--- config.mk ---
export PLATFORM = sky130hd
export DESIGN_NAME = calc_uart_tx
export DESIGN_NICKNAME = d
export VERILOG_FILES = /design/src/rtl/calc_uart_tx.sv
export SDC_FILE = /design/constraint.sdc
export NUM_CORES = 1
export LEC_CHECK = 0
export ABC_AREA = 1
export CAP_MARGIN = 20
export CORE_UTILIZATION = 46
export DETAILED_ROUTE_END_ITERATION = 10
export PLACE_DENSITY = 0.66
export SYNTH_ARGS = -nofsm -noshare
export SYNTH_HDL_FRONTEND = slang
export SYNTH_SLANG_ARGS = --single-unit
--- constraint.sdc ---
create_clock -name clk -period 4.7 [get_ports clk]
set_input_delay 0.94 -clock clk [delete_from_list [all_inputs] [get_ports clk]]
set_output_delay 0.94 -clock clk [all_outputs]
set_load 0.05 [all_outputs]
--- src/rtl/calc_uart_tx.sv ---
// Calculator result transmitter: captures a/op/b on a rising en_tx, computes an 8-bit result, sends it as a UART frame.
// Optional build macro CALC_ASCII_EN sends the result as two ASCII hex characters instead of one raw byte.
module calc_uart_tx #(
  parameter int OVS        = 16,
  parameter int STOP_TICKS = 16
) (
  input  logic       clk,
  input  logic       rst,
  input  logic       tick,
  input  logic       en_tx,
  input  logic [3:0] a,
  input  logic [3:0] op,
  input  logic [3:0] b,
  output logic       dout,
  output logic       busy,
  output logic       done,
  output logic [7:0] result
);

  localparam int CMAX = (OVS > STOP_TICKS) ? OVS : STOP_TICKS;
  localparam int SW   = $clog2(CMAX + 1);
  localparam logic [SW-1:0] S_BIT  = SW'(OVS - 1);
  localparam logic [SW-1:0] S_STOP = SW'(STOP_TICKS - 1);

  typedef enum logic [2:0] {IDLE, CALC, START, DATA, STOP, DONE} state_t;

  state_t        state;
  logic          en_d;
  logic [3:0]    a_q, op_q, b_q;
  logic [7:0]    shreg;
  logic [SW-1:0] s;
  logic [2:0]    n;
  logic [7:0]    calc_val;
  logic          trigger;

  function automatic logic [7:0] alu(input logic [3:0] x, input logic [3:0] o, input logic [3:0] y);
    logic [7:0] xe, ye;
    xe = {4'h0, x};
    ye = {4'h0, y};
    case (o)
      4'd0:    return xe + ye;
      4'd1:    return xe - ye;
      4'd2:    return xe * ye;
      4'd3:    return xe & ye;
      4'd4:    return xe | ye;
      4'd5:    return xe ^ ye;
      default: return 8'hFF;
    endcase
  endfunction

`ifdef CALC_ASCII_EN
  logic [7:0] lo_char;
  logic       second;

  function automatic logic [7:0] hex_char(input logic [3:0] nib);
    return (nib < 4'd10) ? 8'h30 + {4'h0, nib} : 8'h37 + {4'h0, nib};
  endfunction
`endif

  assign calc_val = alu(a_q, op_q, b_q);
  assign trigger  = en_tx & ~en_d;

  always_ff @(posedge clk) begin
    if (!rst) begin
      state  <= IDLE;
      en_d   <= 1'b0;
      dout   <= 1'b1;
      busy   <= 1'b0;
      done   <= 1'b0;
      result <= 8'h00;
      a_q    <= 4'h0;
      op_q   <= 4'h0;
      b_q    <= 4'h0;
      shreg  <= 8'h00;
      s      <= '0;
      n      <= 3'd0;
`ifdef CALC_ASCII_EN
      lo_char <= 8'h00;
      second  <= 1'b0;
`endif
    end else begin
      en_d <= en_tx;
      case (state)
        IDLE: if (trigger) begin
          a_q   <= a;
          op_q  <= op;
          b_q   <= b;
          busy  <= 1'b1;
          state <= CALC;
        end
        CALC: begin
          result <= calc_val;
`ifdef CALC_ASCII_EN
          shreg   <= hex_char(calc_val[7:4]);
          lo_char <= hex_char(calc_val[3:0]);
          second  <= 1'b0;
`else
          shreg   <= calc_val;
`endif
          s     <= '0;
          n     <= 3'd0;
          dout  <= 1'b0;
          state <= START;
        end
        START: if (tick) begin
          if (s == S_BIT) begin
            s     <= '0;
            dout  <= shreg[0];
            state <= DATA;
          end else s <= s + 1'b1;
        end
        // dout is registered, so the next data bit is presented on the boundary tick itself
        DATA: if (tick) begin
          if (s == S_BIT) begin
            s <= '0;
            if (n == 3'd7) begin
              dout  <= 1'b1;
              state <= STOP;
            end else begin
              shreg <= {1'b0, shreg[7:1]};
              dout  <= shreg[1];
              n     <= n + 3'd1;
            end
          end else s <= s + 1'b1;
        end
        STOP: if (tick) begin
          if (s == S_STOP) begin
            s <= '0;
`ifdef CALC_ASCII_EN
            if (!second) begin
              second <= 1'b1;
              shreg  <= lo_char;
              n      <= 3'd0;
              dout   <= 1'b0;
              state  <= START;
            end else begin
              done  <= 1'b1;
              state <= DONE;
            end
`else
            done  <= 1'b1;
            state <= DONE;
`endif
          end else s <= s + 1'b1;
        end
        DONE: begin
          done  <= 1'b0;
          busy  <= 1'b0;
          state <= IDLE;
        end
        default: state <= IDLE;
      endcase
    end
  end

endmodule

# Word-level counts from Yosys, hierarchy flattened
# Cells that the tools add are included.
# totals
ff_bits	43
word_cells	91
latch_bits	0
out_inout_bits	11
ramBits	0
memories	0
mem_bits_ro	0
in_bits	16
# classes
n_addsub	4
order_cmp	0
n_bitwise	5
shift	0
mul	1
mux	32
div_mod_pow	0
n_eq_ne	22
n_reduce_logical	15
# ops
op	n
$pmux 8 s6	1
$mux 3	11
$mux 8	3
$ne 2x2->1 const B	9
$pmux 8 s2	1
$pmux 3 s5	1
$mux 5	2
$pmux 5 s2	1
$eq 3x3->1 const B	3
$eq 4x2->1 const B	2
$eq 4x3->1 const B	2
$mul 4x4->8	1
$mux 1	8
$reduce_and 8->1	1
$reduce_bool 2->1	4
$eq 3x2->1 const B	2
$pmux 3 s2	1
$reduce_and 2->1	3
$add 4x4->5	1
$add 5x1->5 const B	1
$eq 5x4->1 const B	1
$reduce_and 5->1	1
$sub 4x4->5	1
$and 4x4->4	1
other kinds (16)	17

# Longest topological paths before layout
# logic_depth
ltp_word	5
ltp_mapped	15
mapped_depth_nobuf	15

# Worst setup path before layout
# Ideal clock, no wire load.
# synth_timing
kind	reg2reg
startpoint	register a_q[1]
endpoint	register result[3]
stages_incl_launch_ff	14
path_buffers	0
arrival_ps	2698
setup_slack_ps	1884
cell_sequence	dfxtp_1 nand2_1 fa_1 inv_1 fa_1 inv_1 fa_1 inv_1 nand4_1 nand2_1 nor2_1 nand3_1 nor2_1 nor2_1
# synth_between
elab_chain_len	2
# synth_lines
item	line	source
from (decl)	29	logic [3:0] a_q, op_q, b_q;
from (signal assigned)	71	a_q <= 4'h0;
from (signal assigned)	85	a_q <= a;
$mul 4x4->8, or another cell as far along	43	4'd2: return xe * ye;
$pmux 8 s6 *	40	case (o)
to (signal assigned)	92	result <= calc_val;
to (decl)	17	output logic [7:0] result
# Mark *: on every way between the ends. The rest lies on a longest branch, timed or not.
# A chain may end at the register's enable or synchronous reset.

# Worst setup path after layout
# Ends and elaborated chain as after synthesis.

==> results.toml <==
[outcome]
status = "finished, final reports clean"

[floorplanning]
die_width_um = 80.5
initial_core_util = 0.478
floorplan.io_pins = 27
die-height_um = 80.5
placementRows = 28
design.die.area_um2 = 6480
core_region_area_um2 = 5920

[drt]
antenna_violating_nets_left = 0
detail_route.iter0.violations = 95
wire_per_inst_um = 12.2
wl_um = 6140
detail_route.first_pass.iterations = 5
vias = 2573
detail_route.vias_per_cell = 5.12
drt_drc_violations_left = 0

[timing]
timing_hold_violations_final = 0
final-max-slew-violation-count = 0
layout_min_cycle_time_ns = 2.97
worst-slew-pin-transition_ns = 0.727
fin_skew_ns = 0.00461
timing.slew.headroom = 0.514
ratio_of_final_minimum_period_to_clock_period = 0.632
finalSetupTns_ns = 0
max_freq_mhz = 337
setup_viol_count_final = 0
unrepaired_setup_endpoints_after_global_routing = "false"
postLayoutSetupSlackWorst_ns = 1.73
fin_worst_hold_slack_ns = 0.436

[finish]
layout-area-overhead-vs-synth_pct = 14.4
finalNetCount = 477
post_route_cells_drive_above_1_share = 0.0444
insertedDiodeCount = 0

[synth]
synth_common_cells = "79 x nand2_1, 60 x inv_1, 46 x a21oi_1"
netlist.top_cell.by_area = "dfxtp_1"
synthDominantCellAreaShare = 0.304
synth_adder_area_share = 0.162
synth-compound-area-share = 0.181
ys_top_cells_by_area = "dfxtp_1 30%, ha_1 12%, nand2_1 10%"
post_synth_and_or_nand_nor_area_fraction = 0.241
postSynthCellCount = 405
post_synth_mux_area_share = 0
synth_xor_xnor_area_share = 0.00618
synth.avg_cell_area_um2 = 6.99
cell_area_synth_um2 = 2830
synth_top_family_by_area = "simple AND/OR/NAND/NOR gates"
synth-seq-cells = 43
synth-warning-count = 0
synth.yosys.seq_area_share = 0.304
synth_most_common_cell = "nand2_1"
synth_cell_type_count = 30
syn-num-nets = 454
yosys_most_used_dff = "dfxtp_1"
synth-async-reset-ratio = 0
synth_edf_count = 0

[hold_path]
min_path_type = "reg -> reg"

[pwr]
share_clk_of_total_power = 0.169
leakage_dissipation_uw = 0.00164
pwr-share-comb = 0.499
power_per_cell_area_nw_per_um2 = 513
fin_total_pwr_uw = 1660
p_int_uw = 894
seq_power_share = 0.332
ir_worst_vdd_v = 0.000266
netSwitchingFraction = 0.462
netSwitchingPower_uw = 768

[cts]
tritoncts = "done"
post_cts.repair.setup_buffers = 0
cts_hold_buffers = 0
clk-insertion-delay-late_ns = 0.30
cts.reportedPaths.clkPinSlew_ns = 0.08
post_cts.resized_instances = 0
htree_num_levels = 2
clkSinkCount = 43
worst_case_clock_buffer_depth = 2
root_buffer = "clkbuf_8"
cts_buffer_count = 5

[worst_setup_path]
r2r_end = "result[3]"
critical_path_class = "reg -> reg"
cp_max_fo = 8
crit_end = "result[3]"
timing.reg2reg.worst_path_depth = 13
critPathCaptureType = "flop"
crit_path_dat_ns = 3.16
worst-endpoint-required_ns = 4.89
startpoint_of_the_worst_register_to_register_path = "a_q[1]"
critPathLaunchType = "flop"
setup.reg_to_reg.worst_slack_ns = 1.73
startpoint = "a_q[1]"

[global_routing]
antenna_found_initial = 0
number_of_global_route_vias_before_repair = 2377
grt_usage = 0.212
largest_net_degree_at_the_start_of_global_routing = 26
globalRouteOverflowTotal = 0
grt_pass1_wl_um = 10700

[placement]
dp_worst_setup_slack_ns = 1.73
detailedPlacementHpwl_um = 4840
io_buffer_count = 26
finalWeightedCongestion = 0.959

[run]
max_cap_viol_count = 0
-- routing by layer --
layer,track usage,up-vias,part of all wire
li1,-,1356,-
met2,0.361,49,0.47
met5,0,-,0
met4,0.0786,0,0.018
met1,0.272,1154,0.48
met3,0.0273,14,0.029
-- sequential cells by signal (all words and copies together) (netlist names) --
signal	cells
b_q	4
n	3
en_d	1
busy	1
a_q	4
result	8
done	1
s	5
dout	1
state	3
shreg	8
op_q	4
-- cell usage in the layout, fill, tap and decap left out --
master,n
nand2_1,79
inv_1,60
a21oi_1,46
dfxtp_1,43
o21ai_0,37
nand3_1,34
ha_1,27
nor2_1,26
clkdlybuf4s50_1,26
o21bai_1,6
fa_1,6
clkbuf_8,5
inv_2,4
nor3_1,4
or2_2,3
nand4_1,3
nand3b_1,2
xnor2_1,2
o211a_1,2
o211ai_1,2
nor3_4,1
nor2_2,1
o21ai_2,1
nor3_2,1
and2_1,1
nand2_2,1
clkinv_1,1
o2111ai_1,1
bufinv_16,1
clkbuf_1,1
buf_4,1
-- cells by family (layout without fill, tap and decap cells) --
kind of cell	Yosys count	count (layout)
flops	43	43
xor+xnor	2	2
simple gates	156	156
fa+ha+maj	33	33
buf+inv	76	99
compound gates	95	95
-- power groups by stage --
stage | clock network (µW) | registers [µW] | logic [µW]
3_5_place_dp | 0 | 559 | 830
6_report | 281 | 551 | 829
3_3_place_gp | 0 | 556 | 825
2_1_floorplan | 0 | 630 | 554
4_1_cts | 288 | 551 | 834
5_1_grt | 304 | 567 | 946
-- critical path, stage by stage, from the launching register on --
cell     delay, ns
dfxtp_1       0.52
nand2_1       0.13
fa_1          0.51
inv_1         0.05
fa_1          0.55
inv_1         0.06
fa_1          0.53
inv_1         0.04
nand4_1       0.08
nand2_1       0.06
nor2_1        0.10
nand3_1       0.09
nor2_1        0.09
nor2_1        0.05
-- area by class of cell --
type,count,area [µm²]
clock buffer,6,72.6
clock inverter,1,30.0
fill,586,2680
inverter,65,244
multi-input combinational,286,1670
sequential,43,861
tap,75,93.8
timing repair buffer,27,268
-- per-stage QoR --
step	util	instance area (µm²)	std cells
after floorplan	-	2830	405
after global placement	0.530	3140	496
after detailed placement	0.530	3140	496
after CTS	0.547	3240	503
after global routing	0.547	3240	503
final	0.547	3240	503
-- worst min path at each step --
stage | cells after the start | slack, ns | end | start
finish | 2 | 0.44 | s[4] | s[4]
global route | 2 | 0.48 | s[4] | s[4]
CTS | 2 | 0.44 | s[4] | s[4]
detailed placement | 2 | 0.43 | s[4] | s[4]
global placement | 2 | 0.43 | s[4] | s[4]
floorplan | 2 | 0.41 | s[4] | s[4]
Power figures use the tool's default switching activity.
